--- config.mk ---
export PLATFORM = sky130hd
export DESIGN_NAME = line_dispatcher
export DESIGN_NICKNAME = d
export VERILOG_FILES = /design/src/rtl/line_dispatcher_pkg.sv /design/src/rtl/circ_queue.sv /design/src/rtl/line_dispatcher.sv
export SDC_FILE = /design/constraint.sdc
export NUM_CORES = 1
export LEC_CHECK = 0
export ABC_AREA = 1
export CAP_MARGIN = 20
export CORE_ASPECT_RATIO = 0.6
export CORE_MARGIN = 4
export CORE_UTILIZATION = 50
export DETAILED_ROUTE_END_ITERATION = 8
export PLACE_DENSITY = 0.66
export SLEW_MARGIN = 5
export SYNTH_ARGS = -nofsm -noshare
export SYNTH_HDL_FRONTEND = slang
export SYNTH_SLANG_ARGS = --single-unit
--- constraint.sdc ---
create_clock -name clk -period 5.4 [get_ports clk]
set_input_delay 1.08 -clock clk [delete_from_list [all_inputs] [get_ports clk]]
set_output_delay 1.08 -clock clk [all_outputs]
set_load 0.01 [all_outputs]
--- src/rtl/line_dispatcher_pkg.sv ---
// Shared types for the line dispatcher: FSM states, queue entry layout and
// the count-table key derived from {row, line_ind}.
package line_dispatcher_pkg;

  // Board edge length that the entry layout is built for.
  localparam int LD_SIZE  = 4;
  // One count-table slot per line: SIZE rows-lines plus SIZE column-lines.
  localparam int LD_KEY_W = $clog2(2 * LD_SIZE);

  typedef enum logic [2:0] {
    LOAD,
    FETCH,
    ISSUE,
    WAIT,
    FINISH
  } state_t;

  typedef struct packed {
    logic               row;
    logic [LD_SIZE-1:0] line_ind;
    logic [LD_SIZE-1:0] option;
  } entry_t;

  // Count-table index of a line: the row/column flag on top of the line number.
  function automatic logic [LD_KEY_W-1:0] line_key(input logic               row,
                                                   input logic [LD_SIZE-1:0] line_ind);
    return {row, line_ind[LD_KEY_W-2:0]};
  endfunction

endpackage

--- src/rtl/circ_queue.sv ---
// Circular FIFO of dispatcher entries with a single (muxed) push port, a
// single pop port, full/empty flags and an occupancy count.
module circ_queue
  import line_dispatcher_pkg::*;
#(
  parameter int DEPTH = 64
) (
  input  logic                   clk,
  input  logic                   rst_n,
  input  logic                   push,
  input  entry_t                 push_data,
  input  logic                   pop,
  output entry_t                 pop_data,
  output logic                   full,
  output logic                   empty,
  output logic [$clog2(DEPTH):0] occupancy
);

  localparam int PW = $clog2(DEPTH);
  localparam logic [PW:0] DEPTH_V = (PW + 1)'(DEPTH);

  entry_t        mem [DEPTH];
  logic [PW-1:0] head;
  logic [PW-1:0] tail;

  assign pop_data = mem[head];
  assign full     = (occupancy == DEPTH_V);
  assign empty    = (occupancy == '0);

  // Entry storage: written at the tail on every push.
  // NOTE: storage carries no reset; a slot is only read after it has been
  // written in the current run, so stale contents can never reach pop_data.
  always_ff @(posedge clk) begin
    if (push) mem[tail] <= push_data;
  end

  // Pointers wrap naturally at DEPTH (power of two); occupancy tracks the net.
  // NOTE: state registers use non-blocking assignments so every flop samples
  // values from before the clock edge, independent of statement order.
  always_ff @(posedge clk or negedge rst_n) begin
    if (!rst_n) begin
      head      <= '0;
      tail      <= '0;
      occupancy <= '0;
    end else begin
      if (push) tail <= tail + 1'b1;
      if (pop)  head <= head + 1'b1;
      unique case ({push, pop})
        2'b10:   occupancy <= occupancy + 1'b1;
        2'b01:   occupancy <= occupancy - 1'b1;
        default: occupancy <= occupancy;
      endcase
    end
  end

endmodule

--- src/rtl/line_dispatcher.sv ---
// Line dispatcher: loads candidate options into a FIFO, then issues them one
// at a time to a solver, re-queueing or retiring each entry on the verdict
// and tracking the live option count of every line.
module line_dispatcher
  import line_dispatcher_pkg::*;
#(
  parameter int SIZE  = LD_SIZE,
  parameter int DEPTH = 64
) (
  input  logic                   clk,
  input  logic                   rst_n,
  input  logic                   in_valid,
  output logic                   in_ready,
  input  logic [SIZE-1:0]        in_option,
  input  logic [SIZE-1:0]        in_line_ind,
  input  logic                   in_row,
  input  logic [SIZE:0]          in_option_num,
  input  logic                   load_done,
  output logic [SIZE-1:0]        option,
  output logic [SIZE-1:0]        line_ind,
  output logic                   row,
  output logic [SIZE:0]          option_num,
  output logic                   valid_op,
  input  logic                   resp_valid,
  input  logic                   put_back_to_FIFO,
  input  logic [SIZE:0]          new_option_num,
  output logic [$clog2(DEPTH):0] occupancy,
  output logic                   busy,
  output logic                   done,
  output logic                   stuck,
  output logic                   error
);

  localparam int OCC_W = $clog2(DEPTH) + 1;

  state_t             state;
  state_t             state_nxt;
  entry_t             head_entry;
  entry_t             load_data;
  entry_t             push_data;
  entry_t             issue_q;
  logic [SIZE:0]      num_q;
  logic [SIZE:0]      count_tbl [2*SIZE];
  logic [OCC_W-1:0]   pass_cnt;
  logic [OCC_W-1:0]   solved_cnt;
  logic               q_full;
  logic               q_empty;
  logic               push;
  logic               pop;
  logic               load_push;
  logic               verdict;
  logic               solved;
  logic               re_push;
  logic               update;
  logic               bad_count;
  logic               stuck_hit;

  // Verdict decoding. A line already down to one option is solved, so the
  // solver's put-back and new count are irrelevant for it. A zero count is
  // only meaningful on the path that writes the count back.
  assign load_push = (state == LOAD) && in_valid && !q_full;
  assign verdict   = (state == WAIT) && resp_valid;
  assign solved    = (num_q == (SIZE + 1)'(1));
  assign re_push   = verdict && !solved && put_back_to_FIFO;
  assign update    = verdict && !solved && !put_back_to_FIFO;
  assign bad_count = update && (new_option_num == '0);
  // Every queued entry was put back since the last progress: give up.
  assign stuck_hit = (state == FETCH) && !q_empty && (pass_cnt >= occupancy);
  assign pop       = (state == FETCH) && !q_empty && !stuck_hit;

  assign load_data = '{row: in_row, line_ind: in_line_ind, option: in_option};
  assign push      = load_push || re_push;
  assign push_data = load_push ? load_data : issue_q;

  assign option     = issue_q.option;
  assign line_ind   = issue_q.line_ind;
  assign row        = issue_q.row;
  assign option_num = num_q;

  circ_queue #(.DEPTH(DEPTH)) u_queue (
    .clk       (clk),
    .rst_n     (rst_n),
    .push      (push),
    .push_data (push_data),
    .pop       (pop),
    .pop_data  (head_entry),
    .full      (q_full),
    .empty     (q_empty),
    .occupancy (occupancy)
  );

  // FSM state register.
  always_ff @(posedge clk or negedge rst_n) begin
    if (!rst_n) state <= LOAD;
    else        state <= state_nxt;
  end

  // FSM next-state logic.
  // NOTE: the default assignment first keeps this purely combinational; any
  // path that left state_nxt unassigned would otherwise infer a latch.
  always_comb begin
    state_nxt = state;
    unique case (state)
      LOAD:    if (load_done) state_nxt = FETCH;
      FETCH:   state_nxt = (q_empty || stuck_hit) ? FINISH : ISSUE;
      ISSUE:   state_nxt = WAIT;
      WAIT:    if (resp_valid) state_nxt = bad_count ? FINISH : FETCH;
      FINISH:  state_nxt = FINISH;
      default: state_nxt = LOAD;
    endcase
  end

  // FSM outputs decoded from the current state.
  always_comb begin
    in_ready = 1'b0;
    valid_op = 1'b0;
    busy     = 1'b0;
    done     = 1'b0;
    unique case (state)
      LOAD:        in_ready = !q_full;
      FETCH, WAIT: busy     = 1'b1;
      ISSUE: begin
        busy     = 1'b1;
        valid_op = 1'b1;
      end
      FINISH:      done     = 1'b1;
      default:     ;
    endcase
  end

  // Issue register, count table, progress counters and sticky status flags.
  always_ff @(posedge clk or negedge rst_n) begin
    if (!rst_n) begin
      issue_q    <= '0;
      num_q      <= '0;
      pass_cnt   <= '0;
      solved_cnt <= '0;
      stuck      <= 1'b0;
      error      <= 1'b0;
      for (int i = 0; i < 2 * SIZE; i++) count_tbl[i] <= '0;
    end else begin
      if (pop) begin
        issue_q <= head_entry;
        num_q   <= count_tbl[line_key(head_entry.row, head_entry.line_ind)];
      end
      if (load_push) count_tbl[line_key(in_row, in_line_ind)] <= in_option_num;
      if (update)    count_tbl[line_key(issue_q.row, issue_q.line_ind)] <= new_option_num;
      if (verdict && solved) solved_cnt <= solved_cnt + 1'b1;
      if (re_push)                    pass_cnt <= pass_cnt + 1'b1;
      else if (update || (verdict && solved)) pass_cnt <= '0;
      if (stuck_hit) stuck <= 1'b1;
      if (bad_count) error <= 1'b1;
    end
  end

endmodule

### Word level (Yosys, flattened, before mapping)

Memories as Yosys holds them, arrays and structs flattened.
Cells that the tools add are included.

| word-level totals | value |
|---|---|
| bits in registers | 85 |
| latch bits | 0 |
| RAM bits | 576 |
| bits in read-only memories | 0 |
| bits of input ports | 25 |
| memories kept | 1 |

| cells by class | value |
|---|---|
| add/sub/neg operators | 5 |
| $mul | 0 |
| divide/modulo/power cells | 0 |
| order comparisons | 6 |
| equality and inequality tests | 10 |
| shift-type cells | 0 |
| mux-type cells | 26 |
| bitwise operators | 3 |
| reductions and logical operators | 28 |

Memory list:

| name | depth | width | read ports | clocked after memory_dff | wr ports | line | RTL |
|---|---|---|---|---|---|---|---|
| u_queue.mem | 64 | 9 | 1 | 0 | 1 | circ_queue.sv:22 | `entry_t mem [DEPTH];` |

Operators by type and width:

| operator | number |
|---|---|
| bitwise mux 40 bit | 2 |
| 2-to-1 mux 40 bit | 2 |
| demux 5 bit (select 3 bit) | 2 |
| 2-to-1 mux 5 bit | 4 |
| binary-select mux 5 bit (select 3 bit) | 1 |
| one-hot mux 3 bit (5 select lines) | 1 |
| adder 7 x 1 -> 7 bit, second input constant | 2 |
| 2-to-1 mux 7 bit | 2 |
| one-hot mux 7 bit (2 select lines) | 1 |
| logical AND 1 bit | 13 |
| adder 6 x 1 -> 6 bit, second input constant | 2 |
| >= comparator 4 bit, second input constant | 3 |
| 2-to-1 mux 3 bit | 4 |
| NOT 3 -> 4 bit | 3 |
| 2-to-1 mux 9 bit | 1 |
| less-than comparator 4 x 1 -> 1 bit, second input constant | 2 |
| == test 7 bit, second input constant | 1 |
| >= comparator 7 bit | 1 |
| logical NOT 7 bit | 1 |
| subtractor 7 x 1 -> 7 bit, second input constant | 1 |
| == test 3 x 2 -> 1 bit, second input constant | 2 |
| 2-to-1 mux 1 bit | 6 |
| == test 5 x 1 -> 1 bit, second input constant | 1 |
| logical NOT 1 bit | 5 |
| 11 further kinds | 15 |

### Depth between registers and ports, before layout

| depth | value |
|---|---|
| depth in word-level cells | 9 |
| depth in mapped cells | 22 |

### Hierarchy

Synthesis repeated with hierarchy kept, for this count alone.

| unflattened totals | value |
|---|---|
| cell total of the unflattened synthesis | 3120 |
| area total of the unflattened synthesis | 30040.1 µm² |

By module, submodules not included:

| module | instances | cells each | area each (µm²) | seq. area each (µm²) |
|---|---|---|---|---|
| circ_queue | 1 | 2374 | 25338.1 | 17772.0 |
| line_dispatcher | 1 | 746 | 4702.0 | 1651.6 |

### Worst setup path after synthesis

OpenSTA, ideal clock, no wires.

| timing path | value |
|---|---|
| path type | input-to-reg |
| start | input in_valid |
| end | memory u_queue.mem[0][5] (netlist bit), data pin |
| library setup time | 0.702 ns |
| arrival | 4.077 ns |
| slack | 0.621 ns |
| stages | 5 |
| path buffers | 1 |
| path through | inv_1 nor2_1 nand2_1 clkbuf_1 o21ai_0 |

RTL lines:

| item | line | RTL |
|---|---|---|
| start, declared | line_dispatcher.sv:12 | `input logic in_valid,` |
| end, declared | circ_queue.sv:22 |  |

### Worst setup path after layout

| timing path | value |
|---|---|
| start | input resp_valid |
| end | memory u_queue.mem[4][8] (netlist bit) (enable) |

| on the way | value |
|---|---|
| cells in the longest elaborated chain, start to end | 6 |

Ends and longest elaborated chain:

| item | line | RTL |
|---|---|---|
| start, declared | line_dispatcher.sv:24 | `input logic resp_valid,` |
| logical AND 1 bit | line_dispatcher.sv:62 | `assign verdict = (state == WAIT) && resp_valid;` |
| logical AND 1 bit (2 in a row) | line_dispatcher.sv:64 | `assign re_push = verdict && !solved && put_back_to_FIFO;` |
| logical OR 1 bit | line_dispatcher.sv:72 | `assign push = load_push \|\| re_push;` |
| 2-to-1 mux 1 bit | circ_queue.sv:34 | `if (push) mem[tail] <= push_data;` |
| 2-to-1 mux 1 bit (not written as such) | circ_queue.sv:34 |  |

No other way between the ends.

==> impl_metrics.xml <==
<?xml version="1.0" encoding="UTF-8"?>
<metrics>
  <group name="status">
    <metric name="result_of_the_run" unit="">completed</metric>
  </group>
  <group name="setup_path">
    <metric name="cp.required" unit="ns">5.64</metric>
    <metric name="worst_r2r_startpoint" unit="">u_queue.occupancy[4]$_DFFE_PN0P_</metric>
    <metric name="worstPathArrival" unit="ns">4.35</metric>
    <metric name="crit_path_max_fanout" unit="">15</metric>
    <metric name="critical_path.reg2reg.endpoint" unit="">u_queue.occupancy[6]$_DFFE_PN0P_</metric>
    <metric name="reg2reg_setup_slack" unit="ns">1.32</metric>
    <metric name="timing.critical_path.from_type" unit="">input port</metric>
    <metric name="crit_type" unit="">in2reg</metric>
    <metric name="startpoint" unit="">resp_valid</metric>
    <metric name="worstSetupEndpointType" unit="">flop</metric>
    <metric name="worst-r2r-cell-count" unit="">20</metric>
  </group>
  <group name="clock_network">
    <metric name="max-clock-path-buffers" unit="">3</metric>
    <metric name="cts_max_level" unit="">2</metric>
    <metric name="cts-root-buf" unit="">sky130_fd_sc_hd__clkbuf_16</metric>
    <metric name="cts-buffers-inserted" unit="">57</metric>
    <metric name="tritoncts_num_sinks" unit="">661</metric>
    <metric name="holdBufCountCts" unit="">0</metric>
    <metric name="path_clk_slew" unit="ns">0.07</metric>
    <metric name="clk-insertion-delay-late" unit="ns">0.62</metric>
    <metric name="cts_setup_buffers" unit="">0</metric>
    <metric name="cts_tree" unit="">yes</metric>
    <metric name="postCtsResizedCells" unit="">0</metric>
  </group>
  <group name="job">
    <metric name="maxCapViolations" unit="">0</metric>
  </group>
  <group name="sta">
    <metric name="final-hold-violation-count" unit="">0</metric>
    <metric name="fmaxAchievable" unit="MHz">243.7</metric>
    <metric name="post_route_clock_period_utilization" unit="%">76.00</metric>
    <metric name="slew_viol_final" unit="">0</metric>
    <metric name="worst-slew-pin-transition" unit="ns">1.046</metric>
    <metric name="grt_setup_unrepaired" unit="">no</metric>
    <metric name="fin_tns_setup" unit="ns">0</metric>
    <metric name="final_period_minus_worst_setup_slack" unit="ns">4.104</metric>
    <metric name="slew_headroom" unit="%">29.68</metric>
    <metric name="finClkSkew" unit="ns">0.02037</metric>
    <metric name="setup-violations-final" unit="">0</metric>
  </group>
  <group name="yosys">
    <metric name="synth-seq-area-share" unit="%">69.81</metric>
    <metric name="synth_edf_count" unit="">576</metric>
    <metric name="syn-cell-area" unit="mm^2">0.02782</metric>
    <metric name="synth_top_cell_area_share" unit="%">62.17</metric>
    <metric name="synth-async-reset-ratio" unit="%">12.86</metric>
    <metric name="synth_most_common_cell" unit="">sky130_fd_sc_hd__edfxtp_1</metric>
    <metric name="yosys-top-cells-count" unit="">sky130_fd_sc_hd__edfxtp_1, sky130_fd_sc_hd__nor2_1, sky130_fd_sc_hd__o21ai_0</metric>
    <metric name="cell_taking_the_most_area_after_synthesis" unit="">sky130_fd_sc_hd__edfxtp_1</metric>
    <metric name="synth_area_per_cell" unit="um^2">11.57</metric>
    <metric name="synthesis.nets" unit="">2447</metric>
    <metric name="most_common_flop_cell_mapped_by_yosys" unit="">sky130_fd_sc_hd__edfxtp_1</metric>
    <metric name="synth.yosys.warnings" unit="">0</metric>
    <metric name="post_synth_inst_count" unit="">2405</metric>
    <metric name="synth.ff_latch_count" unit="">661</metric>
    <metric name="post_synth_main_area_contributors" unit="">sky130_fd_sc_hd__edfxtp_1, sky130_fd_sc_hd__dfrtp_1, sky130_fd_sc_hd__nor2_1</metric>
    <metric name="synth.distinct_cells" unit="">43</metric>
  </group>
  <group name="cells_and_area">
    <metric name="post_route_cells_drive_above_1_share" unit="%">6.959</metric>
    <metric name="final_layout_net_count" unit="">2479</metric>
    <metric name="layout.core_utilization" unit="%">56.84</metric>
    <metric name="post_layout_nonfiller_instances" unit="">3236</metric>
    <metric name="area_added_between_synthesis_and_finish" unit="%">11.51</metric>
  </group>
  <group name="power_and_ir_drop">
    <metric name="leakage" unit="nW">10.89</metric>
    <metric name="power.ir.vdd_worst" unit="uV">715.2</metric>
    <metric name="power_density" unit="mW/mm^2">612.4</metric>
  </group>
  <group name="die">
    <metric name="initial_core_util" unit="%">50.97</metric>
    <metric name="floorplan.die_area" unit="mm^2">0.05961</metric>
    <metric name="core_region_area" unit="mm^2">0.05458</metric>
    <metric name="boundary_pin_count" unit="">52</metric>
    <metric name="die_outline_height" unit="um">190.7</metric>
    <metric name="fp.dieW" unit="um">312.5</metric>
    <metric name="rows" unit="">66</metric>
  </group>
  <group name="routing">
    <metric name="drt_pass_1_iters" unit="">6</metric>
    <metric name="vias_per_cell" unit="">6.083</metric>
    <metric name="drt-wirelength-per-cell" unit="um">24.85</metric>
    <metric name="drt_drc_violations_left" unit="">0</metric>
    <metric name="ant_nets" unit="">0</metric>
    <metric name="routed_wirelength" unit="mm">80.42</metric>
    <metric name="drt_iter0_drc" unit="">3123</metric>
    <metric name="dr_total_vias" unit="">19684</metric>
  </group>
  <group name="hold_path">
    <metric name="min-delay-start" unit="">stuck$_DFFE_PN0P_</metric>
    <metric name="timing.hold.worst_path_depth" unit="">1</metric>
    <metric name="worst_hold_path_type" unit="">reg2reg</metric>
    <metric name="timing.hold.worst_endpoint" unit="">stuck$_DFFE_PN0P_</metric>
  </group>
  <group name="placed_design">
    <metric name="placement.io_buffers" unit="">51</metric>
    <metric name="hpwlAfterDp" unit="mm">51.50</metric>
    <metric name="place.gp.congestion" unit="">0.9851</metric>
    <metric name="placed_cells_incl_taps" unit="">3125</metric>
  </group>
  <group name="global_route">
    <metric name="grt_overflow" unit="">0</metric>
    <metric name="vias_in_the_first_global_route" unit="">17937</metric>
    <metric name="largest_net_degree_at_the_start_of_global_routing" unit="">128</metric>
    <metric name="first_pass_grt_wire_length" unit="mm">118.2</metric>
    <metric name="grt_antenna_before_repair" unit="">1</metric>
    <metric name="global_route.usage.total" unit="%">26.55</metric>
  </group>
</metrics>
[per-stage QoR]
step	cell area [um^2]	power (mW)	hold WS [ns]	worst slack [ns]
finish	31020	19.00	0.4730	1.296
global route	31020	19.85	0.4933	0.8766
CTS	31010	18.75	0.4780	1.332
detailed placement	29130	14.60	0.4619	0.7283
global placement	29130	14.55	0.4366	0.8047
floorplan	27820	11.61	0.4932	0.6209
[critical path, cell delays in order]
cell and delay, ns:
sky130_fd_sc_hd__clkdlybuf4s50_1 0.46, sky130_fd_sc_hd__inv_1 0.06, sky130_fd_sc_hd__nor2_2 0.21, sky130_fd_sc_hd__nand2_1 0.10, sky130_fd_sc_hd__inv_1 0.08, sky130_fd_sc_hd__nand2_1 0.16
sky130_fd_sc_hd__nand2_1 0.47, sky130_fd_sc_hd__nand4_1 0.79, sky130_fd_sc_hd__nor2_1 0.94
[routing by layer]
layer  vias to the layer above  GRT usage, %  share of wire, %
met5                         -             0                 0
met4                         0         4.348               1.4
met3                       100         11.53                16
met2                      1263         33.47                38
met1                      9647         42.33                44
li1                       8674             -                 -
[flip-flops by register name (all words and copies together), names as in the netlist]
| signal | flops |
|---|---|
| option | 4 |
| u_queue.tail | 6 |
| option_num | 5 |
| count_tbl | 40 |
| state | 3 |
| u_queue.head | 6 |
| row | 1 |
| u_queue.mem | 576 |
| pass_cnt | 7 |
| stuck | 1 |
| line_ind | 4 |
| error | 1 |
| u_queue.occupancy | 7 |
[report_power, final]
part	total, mW	switching, mW	leakage, nW	internal [mW]
combinational	7.62	5.72	3.76	1.90
clock	4.18	1.86	0.917	2.32
sequential	7.20	0.405	6.21	6.79
total	19.0	7.98	10.9	11.0
[logic make-up after synthesis]
logic type      Yosys count  share of synthesized area, %
fa+ha+maj                17                        0.7915
xor+xnor                 14                        0.4407
simple gates            905                         13.33
compound gates          542                         11.23
flops                   661                         69.81
buf+inv                 265                         4.358
mux                       1                       0.04047
[placed cells by master (no fill, tap or decap), types with 8 or more instances in the layout]
| master | instances |
|---|---|
| sky130_fd_sc_hd__clkinv_2 | 11 |
| sky130_fd_sc_hd__a21oi_1 | 84 |
| sky130_fd_sc_hd__nand3_1 | 166 |
| sky130_fd_sc_hd__clkdlybuf4s50_1 | 50 |
| sky130_fd_sc_hd__o221ai_1 | 37 |
| sky130_fd_sc_hd__o21ai_1 | 18 |
| sky130_fd_sc_hd__clkbuf_1 | 15 |
| sky130_fd_sc_hd__nor3_1 | 8 |
| sky130_fd_sc_hd__a31oi_1 | 8 |
| sky130_fd_sc_hd__nor2_1 | 429 |
| sky130_fd_sc_hd__buf_4 | 47 |
| sky130_fd_sc_hd__dfrtp_1 | 83 |
| sky130_fd_sc_hd__a22oi_1 | 26 |
| sky130_fd_sc_hd__clkbuf_16 | 59 |
| sky130_fd_sc_hd__edfxtp_1 | 576 |
| sky130_fd_sc_hd__nor2_2 | 8 |
| sky130_fd_sc_hd__a211oi_1 | 27 |
| sky130_fd_sc_hd__o22ai_1 | 36 |
| sky130_fd_sc_hd__o21ai_0 | 271 |
| sky130_fd_sc_hd__ha_1 | 16 |
| sky130_fd_sc_hd__nand4_1 | 12 |
| sky130_fd_sc_hd__inv_1 | 124 |
| sky130_fd_sc_hd__o211ai_1 | 26 |
| sky130_fd_sc_hd__xor2_1 | 13 |
| sky130_fd_sc_hd__clkinv_1 | 14 |
| sky130_fd_sc_hd__nand2_1 | 262 |
[cell type report]
type,instances,area (um^2)
Multi-Input combinational cell,1479,7296
Antenna cell,2,5.005
Timing Repair Buffer,103,960.9
Inverter,135,514.2
Tap cell,748,935.9
Fill cell,4459,23560
Clock buffer,76,1560
Sequential cell,661,19430
Clock inverter,32,320.3
[worst max-delay path by stage]
stage                                                   to  slack, ns
after floorplan                u_queue.mem[0][5]$_DFFE_PP_       0.62
after global placement    u_queue.occupancy[6]$_DFFE_PN0P_       0.80
after detailed placement      u_queue.mem[19][4]$_DFFE_PP_       0.73
after CTS                     u_queue.mem[19][4]$_DFFE_PP_       1.33
after global routing      u_queue.occupancy[6]$_DFFE_PN0P_       0.88
final                          u_queue.mem[4][8]$_DFFE_PP_       1.30
(Power assumes the default switching activity.)
